==> src/rtl/ppfifo_pattern_check_sink.sv <==
// ppfifo_pattern_check_sink
//
// Read-side sink for a ping-pong FIFO. Claims each ready block, drains it
// word by word (optionally throttled), and checks every consumed word against
// an incrementing pattern that starts at i_seed and keeps counting across
// blocks. Running statistics and the first failing word are exposed as
// registered outputs for DMA/loopback benches and hardware self-test.
//
// Ports
//   clk, rst            clock; synchronous active-high reset
//   i_enable            allow new blocks to be claimed
//   i_check_en          enable pattern comparison (pattern advances regardless)
//   i_clear             one-cycle pulse: clear stats, reload pattern from i_seed
//   i_seed              first expected word after rst/i_clear
//   i_throttle          idle cycles inserted between read strobes
//   i_rd_rdy            ppfifo: a block is ready
//   o_rd_act            ppfifo: block claimed / being read
//   i_rd_size           ppfifo: words in the ready block (sampled at claim only)
//   o_rd_stb            ppfifo: consume current word
//   i_rd_data           ppfifo: current word, valid while o_rd_stb is high
//   o_word_count        words consumed since rst/i_clear (saturating)
//   o_block_count       blocks released since rst/i_clear (saturating)
//   o_error_count       mismatched words since rst/i_clear (saturating)
//   o_error             sticky mismatch flag
//   o_first_err_index   word count at which the first mismatch occurred
//   o_first_err_data    received data of the first mismatched word
//   o_busy              FSM is not idle

module ppfifo_pattern_check_sink #(
  parameter int DATA_WIDTH = 32,
  parameter int SIZE_WIDTH = 24,
  parameter int CNT_WIDTH  = 32
) (
  input  logic                  clk,
  input  logic                  rst,
  input  logic                  i_enable,
  input  logic                  i_check_en,
  input  logic                  i_clear,
  input  logic [DATA_WIDTH-1:0] i_seed,
  input  logic [7:0]            i_throttle,
  input  logic                  i_rd_rdy,
  output logic                  o_rd_act,
  input  logic [SIZE_WIDTH-1:0] i_rd_size,
  output logic                  o_rd_stb,
  input  logic [DATA_WIDTH-1:0] i_rd_data,
  output logic [CNT_WIDTH-1:0]  o_word_count,
  output logic [CNT_WIDTH-1:0]  o_block_count,
  output logic [CNT_WIDTH-1:0]  o_error_count,
  output logic                  o_error,
  output logic [CNT_WIDTH-1:0]  o_first_err_index,
  output logic [DATA_WIDTH-1:0] o_first_err_data,
  output logic                  o_busy
);

  localparam logic [DATA_WIDTH-1:0] DATA_ONE = DATA_WIDTH'(1);
  localparam logic [SIZE_WIDTH-1:0] SIZE_ONE = SIZE_WIDTH'(1);
  localparam logic [CNT_WIDTH-1:0]  CNT_ONE  = CNT_WIDTH'(1);
  localparam logic [CNT_WIDTH-1:0]  CNT_MAX  = '1;

  typedef enum logic [1:0] {
    IDLE    = 2'd0,
    READ    = 2'd1,
    RELEASE = 2'd2
  } state_t;

  // Statistics counters stick at all-ones instead of wrapping, so a long
  // soak run never reports a misleadingly small count.
  function automatic logic [CNT_WIDTH-1:0] sat_inc(input logic [CNT_WIDTH-1:0] value);
    return (value == CNT_MAX) ? value : value + CNT_ONE;
  endfunction

  // ---------------------------------------------------------------------------
  // Read-side FSM
  // ---------------------------------------------------------------------------
  state_t                state;
  state_t                state_next;
  logic [SIZE_WIDTH-1:0] r_size;
  logic [SIZE_WIDTH-1:0] size_next;
  logic [SIZE_WIDTH-1:0] r_count;
  logic [SIZE_WIDTH-1:0] count_next;
  logic [7:0]            r_throttle;
  logic [7:0]            throttle_next;
  logic                  act_next;
  logic                  stb_next;
  logic                  block_done;

  // NOTE: every signal written here gets a default first; a path that left one
  // unassigned would make synthesis infer a latch.
  always_comb begin
    state_next    = state;
    size_next     = r_size;
    count_next    = r_count;
    throttle_next = r_throttle;
    act_next      = o_rd_act;
    stb_next      = 1'b0;
    block_done    = 1'b0;

    unique case (state)
      IDLE: begin
        if (i_enable && i_rd_rdy && !o_rd_act) begin
          // The block size is captured once; the ppfifo may change i_rd_size
          // while we are still draining this block.
          size_next     = i_rd_size;
          count_next    = '0;
          // Every block starts with its first strobe on the cycle after the
          // claim, independent of idle cycles left over from the last block.
          throttle_next = '0;
          act_next      = 1'b1;
          state_next    = READ;
        end
      end

      READ: begin
        if (r_count >= r_size) begin
          // Release does not wait out the throttle: act drops the cycle after
          // the final strobe (or right after the claim for an empty block).
          act_next   = 1'b0;
          block_done = 1'b1;
          state_next = RELEASE;
        end else if (r_throttle != 8'd0) begin
          throttle_next = r_throttle - 8'd1;
        end else begin
          stb_next      = 1'b1;
          count_next    = r_count + SIZE_ONE;
          // i_throttle is only looked at here, so a change applies from the
          // next strobe gap onwards.
          throttle_next = i_throttle;
        end
      end

      RELEASE: begin
        // One extra act-low cycle so the ppfifo sees at least a two-cycle gap.
        state_next = IDLE;
      end

      default: begin
        act_next   = 1'b0;
        state_next = IDLE;
      end
    endcase
  end

  // NOTE: sequential state uses non-blocking assignments so every register
  // samples the pre-edge values, independent of statement order.
  always_ff @(posedge clk) begin
    if (rst) begin
      state      <= IDLE;
      r_size     <= '0;
      r_count    <= '0;
      r_throttle <= '0;
      o_rd_act   <= 1'b0;
      o_rd_stb   <= 1'b0;
      o_busy     <= 1'b0;
    end else begin
      state      <= state_next;
      r_size     <= size_next;
      r_count    <= count_next;
      r_throttle <= throttle_next;
      o_rd_act   <= act_next;
      o_rd_stb   <= stb_next;
      o_busy     <= (state_next != IDLE);
    end
  end

  // ---------------------------------------------------------------------------
  // Pattern checker and statistics
  // ---------------------------------------------------------------------------
  logic [DATA_WIDTH-1:0] r_expected;
  logic                  word_hit;
  logic                  mismatch;

  // i_rd_data is valid during the cycle o_rd_stb is high, so the word is
  // checked at the edge that ends the strobe. A simultaneous i_clear wins
  // and the word is dropped from the statistics.
  assign word_hit = o_rd_stb && !i_clear;
  assign mismatch = word_hit && i_check_en && (i_rd_data != r_expected);

  always_ff @(posedge clk) begin
    if (rst) begin
      r_expected        <= i_seed;
      o_word_count      <= '0;
      o_block_count     <= '0;
      o_error_count     <= '0;
      o_error           <= 1'b0;
      o_first_err_index <= '0;
      o_first_err_data  <= '0;
    end else if (i_clear) begin
      // A word consumed on the clear cycle uses up the seed value itself, so
      // the following word must match seed+1.
      r_expected        <= o_rd_stb ? i_seed + DATA_ONE : i_seed;
      o_word_count      <= '0;
      o_block_count     <= '0;
      o_error_count     <= '0;
      o_error           <= 1'b0;
      o_first_err_index <= '0;
      o_first_err_data  <= '0;
    end else begin
      if (block_done) begin
        o_block_count <= sat_inc(o_block_count);
      end

      if (word_hit) begin
        // The pattern advances whether or not checking is enabled, so checking
        // can be switched on mid-stream without losing alignment.
        r_expected   <= r_expected + DATA_ONE;
        o_word_count <= sat_inc(o_word_count);
      end

      if (mismatch) begin
        o_error_count <= sat_inc(o_error_count);
        o_error       <= 1'b1;
        if (!o_error) begin
          o_first_err_index <= o_word_count;
          o_first_err_data  <= i_rd_data;
        end
      end
    end
  end

endmodule

==> config.mk <==
export PLATFORM = sky130hd
export DESIGN_NAME = ppfifo_pattern_check_sink
export DESIGN_NICKNAME = d
export VERILOG_FILES = /design/src/rtl/ppfifo_pattern_check_sink.sv
export SDC_FILE = /design/constraint.sdc
export NUM_CORES = 1
export LEC_CHECK = 0
export ABC_AREA = 1
export CAP_MARGIN = 0
export CORE_MARGIN = 8
export CORE_UTILIZATION = 59
export CTS_CLUSTER_SIZE = 10
export DETAILED_ROUTE_END_ITERATION = 10
export DONT_BUFFER_PORTS = 1
export GPL_ROUTABILITY_DRIVEN = 0
export PLACE_DENSITY = 0.78
export REMOVE_ABC_BUFFERS = 1
export SLEW_MARGIN = 15
export SYNTH_ARGS = -nofsm -noshare
export SYNTH_HDL_FRONTEND = slang
export SYNTH_SLANG_ARGS = --single-unit
==> constraint.sdc <==
create_clock -name clk -period 2.3 [get_ports clk]
set_clock_uncertainty 0.05 [all_clocks]
set_input_delay 0.23 -clock clk [delete_from_list [all_inputs] [get_ports clk]]
set_output_delay 0.23 -clock clk [all_outputs]
set_load 0.01 [all_outputs]
Word level (Yosys, flattened, before mapping)
Cells that the tools add are included.
{ "totals": {"out_inout_bits": 164, "reg_bits": 254, "in_bits": 102, "wordCells": 81} }
{ "classes": {"eq_ne": 10, "n_reduce_logical": 22, "addsub": 7, "n_lt_le_gt_ge": 1, "n_bitwise": 6, "mux": 21} }
{ "ops": {"columns": ["op", "count"], "rows": [
  ["32-bit by 1-bit adder with 32-bit output, second input constant", 5],
  ["32-bit 2-to-1 mux", 4],
  ["32-bit == test, second input constant", 3],
  ["24-bit 2-to-1 mux", 3],
  ["24-bit case mux with 2 select lines", 1],
  ["32-bit inequality test", 1],
  ["24-bit by 1-bit adder with 24-bit output, second input constant", 1],
  ["24-bit >= comparator", 1],
  ["8-bit 2-to-1 mux", 3],
  ["8-bit case mux with 2 select lines", 1],
  ["2-bit AND reduction", 5],
  ["2-bit inequality test, second input constant", 4],
  ["8-bit nonzero test", 1],
  ["8-bit by 1-bit subtractor with 8-bit output, second input constant", 1],
  ["1-bit NOT", 6],
  ["3-bit AND reduction", 2],
  ["1-bit logical AND", 5],
  ["1-bit 2-to-1 mux", 5],
  ["2-bit 2-to-1 mux", 2],
  ["2-bit case mux with 2 select lines", 1],
  ["4-bit AND reduction", 1],
  ["2-bit nonzero test", 2],
  ["1-bit case mux with 3 select lines", 1],
  ["3-bit nonzero test", 1],
  ["other kinds (6)", 7]
]} }

Longest topological paths before layout
{ "logic_depth": {"ltp_word": 5, "ltp_mapped": 16, "mapped_depth_nobuf": 15} }

Least setup slack after synthesis
Ideal clock, no wire load.
{ "synth_timing": {"path_type": "input port to flip-flop", "startpoint": "input i_clear", "endpoint": "register r_expected[0], enable pin", "setup_ns": 0.478, "slack_ns": 0.120, "required_ns": 1.772, "path_stages": 4, "n_path_buf": 2, "arrival_ns": 1.652, "cell_sequence": "buf_2 -> nor2_1 -> clkbuf_1 -> nand2_1"} }
{ "synth_via": {"elab_chain_cells": 3} }
{ "synth_lines": {"columns": ["element", "line_no", "source"], "rows": [
  ["from (decl)", "38", "input logic i_clear,"],
  ["1-bit logical NOT", "175", "assign word_hit = o_rd_stb && !i_clear;"],
  ["1-bit logical AND", "175", null],
  ["3-bit nonzero test (no source line) (*)", null, null],
  ["to (signal assigned)", "180", "r_expected <= i_seed;"],
  ["to (signal assigned)", "190", "r_expected <= o_rd_stb ? i_seed + DATA_ONE : i_seed;"],
  ["to (signal assigned)", "205", "r_expected <= r_expected + DATA_ONE;"],
  ["to (decl)", "168", "logic [DATA_WIDTH-1:0] r_expected;"]
]} }
Mark *: on every way between the ends. The rest lies on a longest branch, timed or not.
A chain may end at the register's enable or synchronous reset.

Worst setup path in the final report
{ "layout_timing": {"startpoint": "register r_expected[0]", "endpoint": "register r_expected[16] (data pin)"} }
{ "layout_via": {"elab_chain_cells": 4} }
{ "layout_lines": {"columns": ["element", "line_no", "source"], "rows": [
  ["32-bit by 1-bit adder with 32-bit output", "205", null],
  ["32-bit 2-to-1 mux", "202", "if (word_hit) begin"],
  ["32-bit 2-to-1 mux", "187", "end else if (i_clear) begin"],
  ["32-bit 2-to-1 mux", "179", "if (rst) begin"]
]} }
No other way between the ends. The select of a mux whose other input is x is not followed.

==> results.tsv <==
stage	metric	value	unit
synth	yosysTopAreaCell	dfxtp_1	
setup_path	crit_top_cell	nand2_1	
synth	synth.distinct_cells	50	
setup_path	cpLargestDelayFamily	simple AND/OR/NAND/NOR gates	
clock_tree	htreeDepth	1	
power_and_ir_drop	vdd_drop_max	0.5927	mV
cells_and_area	final_cell_mix	nand2_1, nor2_1, dfxtp_1, a21oi_1, inv_1	
timing	setup_violations	0	
power_and_ir_drop	power.density	554.9	nW/um^2
timing	tightest_slew	1.045	ns
routing	avgRoutedWirePerCell	18.10	um
synth	ys_seq_area_frac	0.3355	
synth	avgSynthCellArea	6.475	sq um
placed_design	preCtsSetupSlack	0.08782	ns
setup_path	end_kind	flop	
cells_and_area	syn_to_final_growth	17.10	%
routing	drt-vias-per-instance	6.026	
routing	drc_errors	0	
die	fp.dieArea	32850	sq um
die	initial_core_util	0.5994	
die	fp.dieW	181.2	um
timing	max_freq	0.4531	GHz
timing	period_needed	2.207	ns
clock_tree	clk_pin_slew	0.06	ns
cells_and_area	layout-drive-gt1-share	0.07725	
synth	syn_inst	2488	
worst_hold_path	hp-class	input pin to flop	
die	placeableCoreArea	26880	sq um
setup_path	worstSetupPathType	flop to flop	
clock_tree	clockBufferDepth	3	
synth	synth_area_leaders	dfxtp_1, nand2_1, nor2_1	
setup_path	r2r_slack	0.09	ns
die	die_height	181.2	um
cells_and_area	final_common_cell	nand2_1	
clock_tree	cts-root-buf	clkbuf_16	
cells_and_area	fin_nets	2751	
routing	ant_nets	0	
routing	dr.pass1.iters	6	
synth	ys_ff_latch	254	
grt	grt_max_degree	88	
timing	slew_viol_final	0	
clock_tree	cts_made_buffers	30	
setup_path	r2r-start	r_expected[0]	
grt	antenna_found_initial	1	
setup_path	critPathLaunchType	flop	
clock_tree	cts_tree	yes	
setup_path	reg2reg_depth	9	
grt	grt_overflow	0	
worst_hold_path	min-delay-start	i_throttle[5]	
timing	hold_viol	0	
die	row_count	60	
job	cap_violations	0	
worst_hold_path	hold_path_depth	4	
setup_path	r2r_end	r_expected[16]	
setup_path	cpMaxStageDelayCell	edfxtp_1	
synth	synth_top_area_share	0.2759	
timing	timing.final.crit_share	0.9596	
timing	slew_headroom	0.3013	
setup_path	slowest_delay	0.46	ns
clock_tree	numClockSinks	254	
grt	grt.total_usage	0.3104	
cells_and_area	seqCellArea	5406	sq um
outcome	status	complete, no violations	
setup_path	path_cells	ha_1, nand2_1, nor2_2, nand2_1, nor2_1, nand2_1, o21ai_0, nand3_1, a31oi_1	
setup_path	required	2.59	ns
placed_design	io_buffers	0	
cells_and_area	fill_cells	2286	
setup_path	worstPathMaxFanout	4	
synth	syn_area	16110	sq um
routing	drt-total-wl	53740	um
timing	holdWs	0.01920	ns
cells_and_area	multi_input_area	9625	sq um
placed_design	hpwl	37980	um
setup_path	cp.arrival	2.49	ns
power_and_ir_drop	power.leakage	6.881	nW
die	io_pins	266	
routing	vias	17898	
setup_path	cp_num_buf_inv	0	
worst_hold_path	worstHoldEndpoint	r_throttle[5]	
grt	grt_pass1_vias	17007	
synth	synth_warnings	0	
timing	worst_slack	0.09286	ns
timing	rsz0062_at_grt	false	
grt	grt_pass1_wl	85750	um
cells_and_area	fin_util	0.7019	
routing	drt-initial-drc-count	2002	
clock_tree	clkLatencyLatePin	0.56	ns
sequential cells by signal (all words and copies together), names as in the netlist:
name and flops:
o_busy 1, o_rd_stb 1, o_error_count 32, r_size 24, o_error 1, state 2, r_throttle 8, o_word_count 32
r_expected 32, o_rd_act 1, r_count 24, o_block_count 32, o_first_err_index 32, o_first_err_data 32
tightest hold or removal path: stages:
cell,delay [ns]
o21ai_0,0.14
a31oi_1,0.06
nor2_1,0.10
nor2_1,0.05
power breakdown:
part	internal, mW	leakage [nW]	switching (mW)	total [mW]
Combinational	0.503	4.34	0.841	1.34
Sequential	4.63	2.12	0.131	4.77
Clock	2.53	0.422	1.82	4.36
Total	7.67	6.88	2.80	10.5
through the flow:
step / total power, mW / instance area (sq um) / instances / setup TNS (ns)
final: 10.47 / 18860 / 2970 / 0
after global routing: 10.83 / 18860 / 2970 / 0
after CTS: 10.44 / 18790 / 2969 / 0
after detailed placement: 5.971 / 16960 / 2831 / 0
after global placement: 5.935 / 16960 / 2831 / 0
after floorplan: 5.637 / 15590 / 2376 / -164.61
logic make-up after synthesis:
kind of cell | share of synthesized area
xor gates and xnor gates | 0.06089
buffers and inverters | 0.07130
and+or+nand+nor | 0.4015
AOI/OAI and AO/OA | 0.1059
DFF | 0.3355
adders and majority gates | 0.02485
worst max-delay path by stage:
stage	startpoint	to	slack, ns	depth (start not counted)
finish	r_expected[0]	r_expected[16]	0.09	9
global route	r_size[23]	o_block_count[20]	0.002	13
CTS	r_size[23]	r_count[11]	0.06	14
detailed placement	r_size[23]	r_count[18]	0.09	14
global placement	r_count[10]	r_count[2]	0.18	13
floorplan	o_rd_stb	o_first_err_data[0]	-1.73	4
cells in the mapped netlist, drive strengths merged:
master	instances
a211oi	2
a21boi	1
a21o	1
a21oi	218
a22o	1
a22oi	3
a31o	1
a31oi	4
and2	1
and3	2
buf	53
clkbuf	59
clkinv	2
dfxtp	222
edfxtp	32
ha	32
inv	166
nand2	794
nand3	127
nand3b	25
nand4	156
nor2	312
nor3	57
nor3b	4
nor4	3
o211ai	9
o21ai	72
o21bai	5
o221ai	1
o31ai	3
o32ai	1
or2	7
xnor2	57
xor2	55
timing repair:
item	CTS	global route
hold buffers	95	0
buffers inserted	0	0
hold endpoints to repair	112	0
resized for setup	0	18
setup endpoints to repair	0	70
layout make-up:
cell class                 instances  share of cell area
clock buffer                      42             0.04550
multi-input combinational       1954              0.5102
timing repair buffer             209              0.1011
sequential                       254              0.2866
antenna                            1           0.0001327
clock inverter                     1           0.0002653
inverter                         168             0.03356
tap                              341             0.02262
layer usage:
layer | routed length, um | vias up | global-route usage
met1 | 20540 | 8186 | 0.3711
met3 | 5747 | 188 | 0.07583
met5 | 0 | - | 0
li1 | - | 8487 | -
met4 | 2617 | 0 | 0.1538
met2 | 24840 | 1037 | 0.5144
Power figures use the tool's default switching activity.
